--- src/rtl/spot_allocator.sv ---
// ---------------------------------------------------------------------------
// spot_allocator : parking lot entry/exit controller, drives occupancy writes
// Revision 1.0
// ---------------------------------------------------------------------------
`default_nettype none

module spot_allocator #(
  parameter int unsigned GATE_CYCLES = 8
) (
  input  logic       CLK,
  input  logic       RST,
  input  logic       car_in,
  input  logic       car_out,
  input  logic [1:0] out_spot,
  input  logic [3:0] E,
  output logic       En,
  output logic       make_entry,
  output logic [1:0] sel,
  output logic [1:0] assigned,
  output logic       grant,
  output logic       reject,
  output logic       error,
  output logic       gate_open,
  output logic       full,
  output logic [2:0] count
);

  typedef enum logic [1:0] {
    IDLE  = 2'd0,
    WRITE = 2'd1,
    GATE  = 2'd2,
    HOLD  = 2'd3
  } state_t;

  localparam logic [7:0] GATE_LOAD = 8'(GATE_CYCLES);

  state_t     state_q, state_d;
  logic [7:0] gate_cnt_q, gate_cnt_d;
  logic       src_in_q, src_in_d;
  logic       en_q, en_d;
  logic       make_entry_q, make_entry_d;
  logic [1:0] sel_q, sel_d;
  logic [1:0] assigned_q, assigned_d;
  logic       grant_q, grant_d;
  logic       reject_q, reject_d;
  logic       error_q, error_d;
  logic       gate_open_q, gate_open_d;
  logic       full_q, full_d;
  logic [2:0] count_q, count_d;
  logic [1:0] free_idx;

  always_comb begin
    casez (E)
      4'b???1: free_idx = 2'd0;
      4'b??10: free_idx = 2'd1;
      4'b?100: free_idx = 2'd2;
      default: free_idx = 2'd3;
    endcase
  end

  // Every output is registered on the accepting edge, so the write command,
  // grant, assigned and count all become visible together in the WRITE cycle.
  always_comb begin
    state_d      = state_q;
    gate_cnt_d   = gate_cnt_q;
    src_in_d     = src_in_q;
    en_d         = 1'b0;
    make_entry_d = 1'b0;
    grant_d      = 1'b0;
    reject_d     = 1'b0;
    error_d      = 1'b0;
    gate_open_d  = 1'b0;
    sel_d        = sel_q;
    assigned_d   = assigned_q;
    count_d      = count_q;
    case (state_q)
      IDLE: begin
        if (car_out) begin
          src_in_d = 1'b0;
          if (!E[out_spot]) begin
            state_d = WRITE;
            en_d    = 1'b1;
            sel_d   = out_spot;
            if (count_q != 3'd0) count_d = count_q - 3'd1;
          end else begin
            error_d = 1'b1;
            state_d = HOLD;
          end
        end else if (car_in) begin
          src_in_d = 1'b1;
          if (E != 4'd0) begin
            state_d      = WRITE;
            en_d         = 1'b1;
            make_entry_d = 1'b1;
            grant_d      = 1'b1;
            sel_d        = free_idx;
            assigned_d   = free_idx;
            if (count_q != 3'd4) count_d = count_q + 3'd1;
          end else begin
            reject_d = 1'b1;
            state_d  = HOLD;
          end
        end
      end
      WRITE: begin
        state_d     = GATE;
        gate_cnt_d  = GATE_LOAD;
        gate_open_d = 1'b1;
      end
      GATE: begin
        if (gate_cnt_q <= 8'd1) begin
          state_d    = HOLD;
          gate_cnt_d = 8'd0;
        end else begin
          gate_cnt_d  = gate_cnt_q - 8'd1;
          gate_open_d = 1'b1;
        end
      end
      HOLD: begin
        // Wait for the initiating request to drop so one held level is served once.
        if (src_in_q ? !car_in : !car_out) state_d = IDLE;
      end
      default: state_d = IDLE;
    endcase
    full_d = (count_d == 3'd4);
  end

  always_ff @(posedge CLK or negedge RST) begin
    if (!RST) begin
      state_q      <= IDLE;
      gate_cnt_q   <= 8'd0;
      src_in_q     <= 1'b0;
      en_q         <= 1'b0;
      make_entry_q <= 1'b0;
      sel_q        <= 2'd0;
      assigned_q   <= 2'd0;
      grant_q      <= 1'b0;
      reject_q     <= 1'b0;
      error_q      <= 1'b0;
      gate_open_q  <= 1'b0;
      full_q       <= 1'b0;
      count_q      <= 3'd0;
    end else begin
      state_q      <= state_d;
      gate_cnt_q   <= gate_cnt_d;
      src_in_q     <= src_in_d;
      en_q         <= en_d;
      make_entry_q <= make_entry_d;
      sel_q        <= sel_d;
      assigned_q   <= assigned_d;
      grant_q      <= grant_d;
      reject_q     <= reject_d;
      error_q      <= error_d;
      gate_open_q  <= gate_open_d;
      full_q       <= full_d;
      count_q      <= count_d;
    end
  end

  assign En         = en_q;
  assign make_entry = make_entry_q;
  assign sel        = sel_q;
  assign assigned   = assigned_q;
  assign grant      = grant_q;
  assign reject     = reject_q;
  assign error      = error_q;
  assign gate_open  = gate_open_q;
  assign full       = full_q;
  assign count      = count_q;

endmodule

`default_nettype wire

--- config.mk ---
export PLATFORM = sky130hd
export DESIGN_NAME = spot_allocator
export DESIGN_NICKNAME = d
export VERILOG_FILES = /design/src/rtl/spot_allocator.sv
export SDC_FILE = /design/constraint.sdc
export NUM_CORES = 1
export LEC_CHECK = 0
export CORE_ASPECT_RATIO = 0.7
export CORE_MARGIN = 2
export CORE_UTILIZATION = 24
export DETAILED_ROUTE_END_ITERATION = 8
export PLACE_DENSITY = 0.48
export RECOVER_POWER = 25
export SYNTH_ARGS = -nofsm -noshare
export SYNTH_HDL_FRONTEND = slang
export SYNTH_SLANG_ARGS = --single-unit
--- constraint.sdc ---
create_clock -name CLK -period 2.63 [get_ports CLK]
set_clock_uncertainty 0.1 [all_clocks]
set_input_delay 0.526 -clock CLK [delete_from_list [all_inputs] [get_ports CLK]]
set_output_delay 0.526 -clock CLK [all_outputs]
set_load 0.03 [all_outputs]
---- Yosys cells after proc, flatten, opt, wreduce, memory -nomap -nowiden ----
Cells that the tools add are included.
cells by class
  equality and inequality tests ........... 11
  bitwise logic cells ..................... 1
  magnitude comparators ................... 2
  reductions and logical operators ........ 12
  multiplexer cells ....................... 42
  add/sub/neg operators ................... 3
operator list
  kind                 number
  $mux 3               7
  $mux 2               10
  $mux 1               19
  $pmux 8 s2           1
  $le 8x1->1 const B   1
  $mux 8               1
  $pmux 2 s4           1
  $reduce_and 4->1     2
  $sub 8x1->8 const B  1
  $eq 2x2->1 const B   3
  $eq 3x3->1 const B   2
  $ne 2x2->1 const B   3
  $ne 3x3->1 const B   2
  $pmux 2 s3           1
  $reduce_bool 2->1    3
  $reduce_bool 4->1    1
  $add 3x1->3 const B  1
  $lt 2x3->1 const B   1
  $reduce_and 3->1     1
  $reduce_bool 3->1    1
  $sub 3x1->3 const B  1
  $bmux 1 s2           1
  $eq 2x1->1 const B   1
  $logic_not 1->1      2
  other kinds (4)      4
word-level totals
  logic and storage cells ................. 83
  flip-flop bits (word level) ............. 24
  input bits .............................. 10
  output and inout bits ................... 14

---- Longest topological paths before layout ----
  depth after elaboration ................. 7
  gate-level depth with buffers ........... 8
  depth with buffers taken out ............ 7

---- Least setup slack after synthesis ----
OpenSTA, ideal clock, no wires.
  path kind ............................... input port to flip-flop
  start ................................... in E[1]
  end ..................................... reg full_q, in the netlist full
  required time ........................... 2.410 ns
  cell stages on the path ................. 5
  path slack .............................. 0.675 ns
  setup time .............................. 0.120 ns
  data arrival time ....................... 1.735 ns
  cells stage by stage .................... or4_1 nand2b_1 o22a_1 mux2i_1 nor2b_1
on the way
  cells in the longest elaborated chain, start to end .. 6
  elaborated cells between the ends (all ways) .. 9
RTL lines
  what                                                    RTL line  source
  start: declaration                                      15        input logic [3:0] E,
  $bmux 1 s2 or $reduce_bool 4->1 (tied branches)         80, 91
  $mux 1 (implied by the code) or $mux 3 (tied branches)  80, 91
  $mux 3, on equally long branches                        80, 89
  $mux 3 (*)                                              78        if (car_out) begin
  $mux 3 (*)                                              76        case (state_q)
  $eq 3x3->1 (*)                                          125       full_d = (count_d == 3'd4);
  via full_d                                              48        logic full_q, full_d;
  end signal: assignment                                  155       full_q <= full_d;
  end: declaration                                        48
The timed path passes the listed nets; every way through them passes the cells marked *. The select of a mux whose other input is x is not followed.
A chain may end at the register's enable or synchronous reset.

---- Final worst setup path ----
  start ................................... in E[3]
  end ..................................... reg full_q, in the netlist full
on the way
  cells in the longest elaborated chain, start to end .. 6
  elaborated cells between the ends (all ways) .. 9
RTL lines
  what                                                    RTL line  source
  $bmux 1 s2 or $reduce_bool 4->1 (tied branches)         80, 91
  $mux 1 (implied by the code) or $mux 3 (tied branches)  80, 91
  $mux 3, on equally long branches                        80, 89
  $mux 3 (*)                                              78
  $mux 3 (*)                                              76
  via count_d[2]                                          49        logic [2:0] count_q, count_d;
  $eq 3x3->1 (*)                                          125
  via full_d                                              48
Marked as above.

==> metrics.csv <==
stage,metric,value,unit
status,status,"finished, final reports clean",
synth,dominant cell type by area after synthesis,dfrtp_1,
synth,Synth Register Bits,24,
global_routing,initial antenna violation count,0,
cells_and_area,layout cell share with drive strength beyond 1,0.104,
hold_path,hold depth,2,
power_and_ir_drop,Net Sw Power,0.913,mW
critical_path,Crit path arrival time,2.26,ns
placed_design,DP Area,1760,µm²
sta,final hold vios,0,
global_routing,M1 GR Usage,0.151,
floorplan,initial core utilization,0.247,
run,max_cap viols,0,
routing,via-per-instance ratio,4.53,
synth,Synth warnings,0,
critical_path,reg2reg setup slack,0.52,ns
synth,largest cells by area after synthesis,"dfrtp_1 43%, ha_1 8.0%, mux2i_1 3.6%",
synth,most common cell in the netlist,dfrtp_1,
routing,Detailed Route WL,3.13,mm
hold_path,hold_sp,assigned[0],
global_routing,GRT met2 Usage,0.174,
cells_and_area,"Core Util, Final",0.322,
placed_design,post-DP HPWL,2.34,mm
clocking,CTS tree,built,
global_routing,global-route wire length before repair,5.63,mm
synth,register area share after synthesis,0.429,
routing,Routed Antenna Nets,0,
power_and_ir_drop,Int Pwr,1.20,mW
sta,fin. max-slew vios,0,
clocking,"Reg clk slew, reported paths",0.09,ns
cells_and_area,Final Cell Area,1830,µm²
synth,Synth top area share,0.429,
cells_and_area,area of the multi-input gates,747,µm²
sta,"Worst Setup Slack, final",0.426,ns
power_and_ir_drop,Clock power frac,0.153,
critical_path,crit path kind,in -> reg,
floorplan,Site Rows,23,
clocking,Clock Tree Root,clkbuf_8,
synth,share of flip-flops with an asynchronous set or reset,1.00,
global_routing,met3 GRT Util,0.0165,
power_and_ir_drop,pwr dens,1160,nW/µm²
placed_design,PortBufs,23,
sta,Hold Slack,0.382,ns
critical_path,Critical Path RT,2.69,ns
sta,setup violators final,0,
cells_and_area,Storage cell area,601,µm²
cells_and_area,net count reported at finish,193,
cells_and_area,area grow syn2layout,30.4,%
clocking,Sink Count,24,
sta,Max Fclk,0.454,GHz
routing,Remaining DRCs,0,
placed_design,Place WS,0.158,ns
routing,wire per inst,12.6,µm
cells_and_area,fillcell total,570,
critical_path,RR Endpoint,gate_cnt_q[7],
power_and_ir_drop,Leakage,0.806,nW
clocking,Worst-Skew Late Latency,0.26,ns
routing,drt first pass iters,4,
synth,number of synthesized flops with an enable pin,0,
clocking,CTS max path bufs,2,
synth,Synth Instances,143,
hold_path,HP Class,reg -> reg,
sta,fin crit share,0.838,
power_and_ir_drop,Comb pwr share,0.538,
synth,Commonest cells post-synth,"24 x dfrtp_1, 13 x nand2_1, 10 x nor2_1, 10 x o21ai_0",
floorplan,width of the die,95.3,µm
placed_design,GP Congestion,0.771,
synth,Post-Syn Nets,162,
critical_path,reg2reg start,gate_cnt_q[5],
floorplan,Core Area,5670,µm²
global_routing,largest net degree at the start of global routing,25,
global_routing,gr ovfl total,0,
floorplan,Die Y,67.9,µm
clocking,hold buffers post-CTS,0,
critical_path,crit path launch type,primary input,
critical_path,Crit Path Max Fanout,5,
floorplan,die area,6470,µm²
routing,routed via count,1123,
global_routing,all-layer global routing usage,0.108,
synth,post-synthesis cell type count,45,
sta,minimum clock period,2.20,ns
clocking,cts repair resizes,0,
cells_and_area,diode count,0,
floorplan,I/O Pins,24,
synth,post-synth design cell area,1400,µm²
sta,RSZ-0062 raised after global routing,false,
synth,mean area per synthesized cell,9.79,µm²
global_routing,Top Usage Layer GRT,met2,
sta,Setup TNS,0,ns
power_and_ir_drop,worst ir drop on vdd,0.254,mV
global_routing,vias in the first global route,1209,
hold_path,worst hold endpoint,assigned[0],
power_and_ir_drop,share of power burned in registers,0.310,
clocking,Num CTS Buffers,3,
clocking,post-CTS setup buffer count,0,
sta,Worst slew margin,0.0997,
critical_path,CP Capture Type,register,
synth,predominant post-synthesis flop cell,dfrtp_1,
clocking,CTS H-tree depth,1,
critical_path,r2r worst-path depth,5,
sta,worst-margin pin slew,1.35,ns
power_and_ir_drop,switching power share of the total,0.433,
routing,DRT iter0 DRCs,59,
[logic make-up (layout without fill, tap and decap cells)]
family | after synthesis | count (layout) | share of synthesized area
AND/OR/NAND/NOR | 51 | 51 | 0.192
adder cells (fa/ha/maj) | 9 | 9 | 0.0804
AO/OA/AOI/OAI | 37 | 37 | 0.189
multiplexers | 7 | 7 | 0.0599
buffers and inverters | 13 | 43 | 0.0375
XOR/XNOR | 2 | 2 | 0.0125
flip-flops | 24 | 24 | 0.429
[stage by stage]
step | instances | power, mW
after floorplan | 143 | 1.44
after global placement | 244 | 1.76
after detailed placement | 244 | 1.79
after CTS | 248 | 2.13
after global routing | 248 | 2.31
final | 248 | 2.11
[state kept, by name, summed over array words and instances, names as in the netlist]
signal and count:
assigned 2, full 1, state_q 2, sel 2, error 1, grant 1
gate_open 1, En 1, gate_cnt_q 8, reject 1, src_in_q 1, count 3
[power by group through the flow]
stage                     Combinational (mW)  Sequential (mW)  Clock (mW)
final                                   1.13            0.653       0.322
after global routing                    1.27            0.686       0.352
after CTS                               1.14            0.653       0.335
after detailed placement                1.14            0.658           0
after global placement                  1.11            0.652           0
after floorplan                        0.679            0.761           0
[final cells by class]
type,instances,share of cell area
multi-input combinational,106,0.409
sequential,24,0.329
timing repair buffer,30,0.153
tap,75,0.0514
clock buffer,3,0.0226
inverter,9,0.0185
clock inverter,1,0.0164
[cells in the final DEF, fill, tap and decap left out, drive strengths merged, types with 2 or more instances in the layout]
master / Yosys / layout
buf: 1 / 6
o31ai: 2 / 2
mux2i: 5 / 5
clkdlybuf4s50: 0 / 22
clkbuf: 3 / 4
nand2b: 3 / 3
a21oi: 6 / 6
o22a: 2 / 2
and3: 2 / 2
nor4: 3 / 3
nand2: 15 / 15
o41ai: 2 / 2
or4: 2 / 2
nor3: 3 / 3
ha: 9 / 9
dfrtp: 24 / 24
o21ai: 14 / 14
inv: 9 / 9
nand3: 2 / 2
and3b: 2 / 2
nor2b: 4 / 4
nor2: 10 / 10
[worst max path at each step]
| stage | startpoint | end | slack, ns | cells after the start |
|---|---|---|---|---|
| floorplan | E[1] | full | 0.68 | 5 |
| CTS | E[0] | full | 0.44 | 7 |
| global route | car_out | full | 0.31 | 6 |
| detailed placement | E[1] | full | 0.16 | 6 |
| global placement | E[1] | full | 0.17 | 6 |
| finish | E[3] | full | 0.43 | 6 |
[critical path, stage by stage]
cell and delay [ns]:
clkdlybuf4s50_1 0.45, or4_1 0.61, a31o_2 0.30, a21oi_1 0.18, a211oi_2 0.07, nor2b_1 0.13
[per-layer routing]
metal	part of all wire	vias to the layer above
met3	0.041	2
li1	-	571
met2	0.43	15
met4	0.011	0
met5	0	-
met1	0.52	535
Note: power is estimated with default switching activity, not from simulation.
==> variant (same settings) <==
Encoding of `state_t`: now one-hot (4 bits for 4 states).
--- a/src/rtl/spot_allocator.sv
+++ b/src/rtl/spot_allocator.sv
@@ -25,11 +25,11 @@
   output logic [2:0] count
 );
 
-  typedef enum logic [1:0] {
-    IDLE  = 2'd0,
-    WRITE = 2'd1,
-    GATE  = 2'd2,
-    HOLD  = 2'd3
+  typedef enum logic [3:0] {
+    IDLE  = 4'b0001,
+    WRITE = 4'b0010,
+    GATE  = 4'b0100,
+    HOLD  = 4'b1000
   } state_t;
 
   localparam logic [7:0] GATE_LOAD = 8'(GATE_CYCLES);
Formal check against the unedited RTL: no difference found for any inputs over 10 cycles, from zero or initial values and one cycle with RST low; not proved beyond that.
==> variant against the original RTL <==
Sequential power rose by 9.6%. Critical path depth increased by 1. Design area rose by 1.1%. Count of clock-buffer cells in the layout grew 1. Sequential cell count grew 2. Wire length grew 8.8%. Worst hold slack gained 0.016 ns. Total power fell by 5.6%. Area after synthesis is 3.2% higher. Setup slack got worse by 0.16 ns. Fmax down 6.9%. Non-clock buffer count increased by 2. Highest routed layer unchanged.
==> variant: results (changes against the original RTL) <==
mux cell area share after synthesis=0.0693 (+0.00939); vias in the first global route=1128 (-6.7%); post-synthesis net count=160 (-1.2%); met1 usage=0.155 (+0.00339); delay-heaviest family, CP=buffers and inverters; XOR/XNOR share of the synthesized area=0.0121 (-0.000390); Highest Signal Layer=met4; Post-Route M1 WL=1770 um (+8.5%); largest net degree at the start of global routing=18 (-28%); via/cell ratio=4.74 (+4.7%); layout cells sized above 1=0.144 (+0.0396); Final Instance Count excl. Fillers=249 (+0.40%); pre-CTS setup slack=-0.0138 ns (-0.172 ns); Post-DP HPWL=2630 um (+13%); first-pass GRT wire length=5650 um (+0.37%); ys async rst share=1.00 (unchanged); WL met2=1490 um (+12%); H-tree depth=1 (unchanged); Synth Area in Adders=0.0433 (-0.0371); DR WL met3=92 um (-28%); Yosys warnings=0 (unchanged); synth top area cells=dfrtp_1 (43%), mux2_2 (4.7%), ha_1 (4.3%); GR Util met2=0.161 (-0.0128); CP max stage delay=0.52 ns (-0.09 ns); GRT Util Overall=0.104 (-0.00449); outcome=finished, final reports clean; clk buf depth=2 (unchanged); TritonCTS buffer count=3 (unchanged); initial DRC count=52 (-12%); hold crit path type=flip-flop to flip-flop; filler cell count=584 (+2.5%); Compound-Gate Fraction of Synth Area=0.177 (-0.0111); drt pass-1 iters=4 (unchanged); VDD IR max=0.360 mV (+42%); post-synthesis sequential area ratio=0.451 (+0.0221); final WL=3400 um (+8.8%); Worst-Skew Late Latency=0.27 ns; Final nets=190 (-1.6%); Largest Register=gate_cnt_q; crit path DAT=2.46 ns (+0.20 ns); RD Place Congestion=0.919 (+19%); M3 GR Usage=0.00907 (-0.00745); Synth Instances=145 (+1.4%); top cells by count, synth=dfrtp_1 (25), nor2_1 (15), o21ai_0 (11); max_slew headroom=0.317 (+0.218); initial antenna violation count=0 (unchanged); critical path's slowest cell=mux4_2; Yosys cell types=42 (-6.7%); area of placed instances=1790 sq um (+2.1%); leakage=0.000775 uW (-3.8%)
==> variant: worst paths after layout <==
path                        startpoint            end  slack [ns]  cells past startpoint
max                        out_spot[1]           full        0.26                      7
max in group asynchronous          RST             En        0.62                      2
min in group asynchronous          RST  gate_cnt_q[7]        0.53                      1
max reg2reg                 state_q[0]         sel[0]        0.49                      4
min                        assigned[1]    assigned[1]        0.40                      1
min reg2reg                assigned[1]    assigned[1]        0.40                      1
==> variant: cell type report <==
cell class / instances / area [sq um] / share of cell area
clock buffer: 4 / 55.1 / 0.0298
inverter: 10 / 37.5 / 0.0203
multi-input combinational: 102 / 713 / 0.386
sequential: 26 / 652 / 0.353
tap: 75 / 93.8 / 0.0508
timing repair buffer: 32 / 294 / 0.159
==> variant: report_power, final <==
group / leakage (uW) / switching (uW) / internal [uW] / total [uW]
Sequential: 0.000332 / 155 / 561 / 716
Combinational: 0.000415 / 560 / 456 / 1020
Clock: 0.0000288 / 125 / 134 / 259
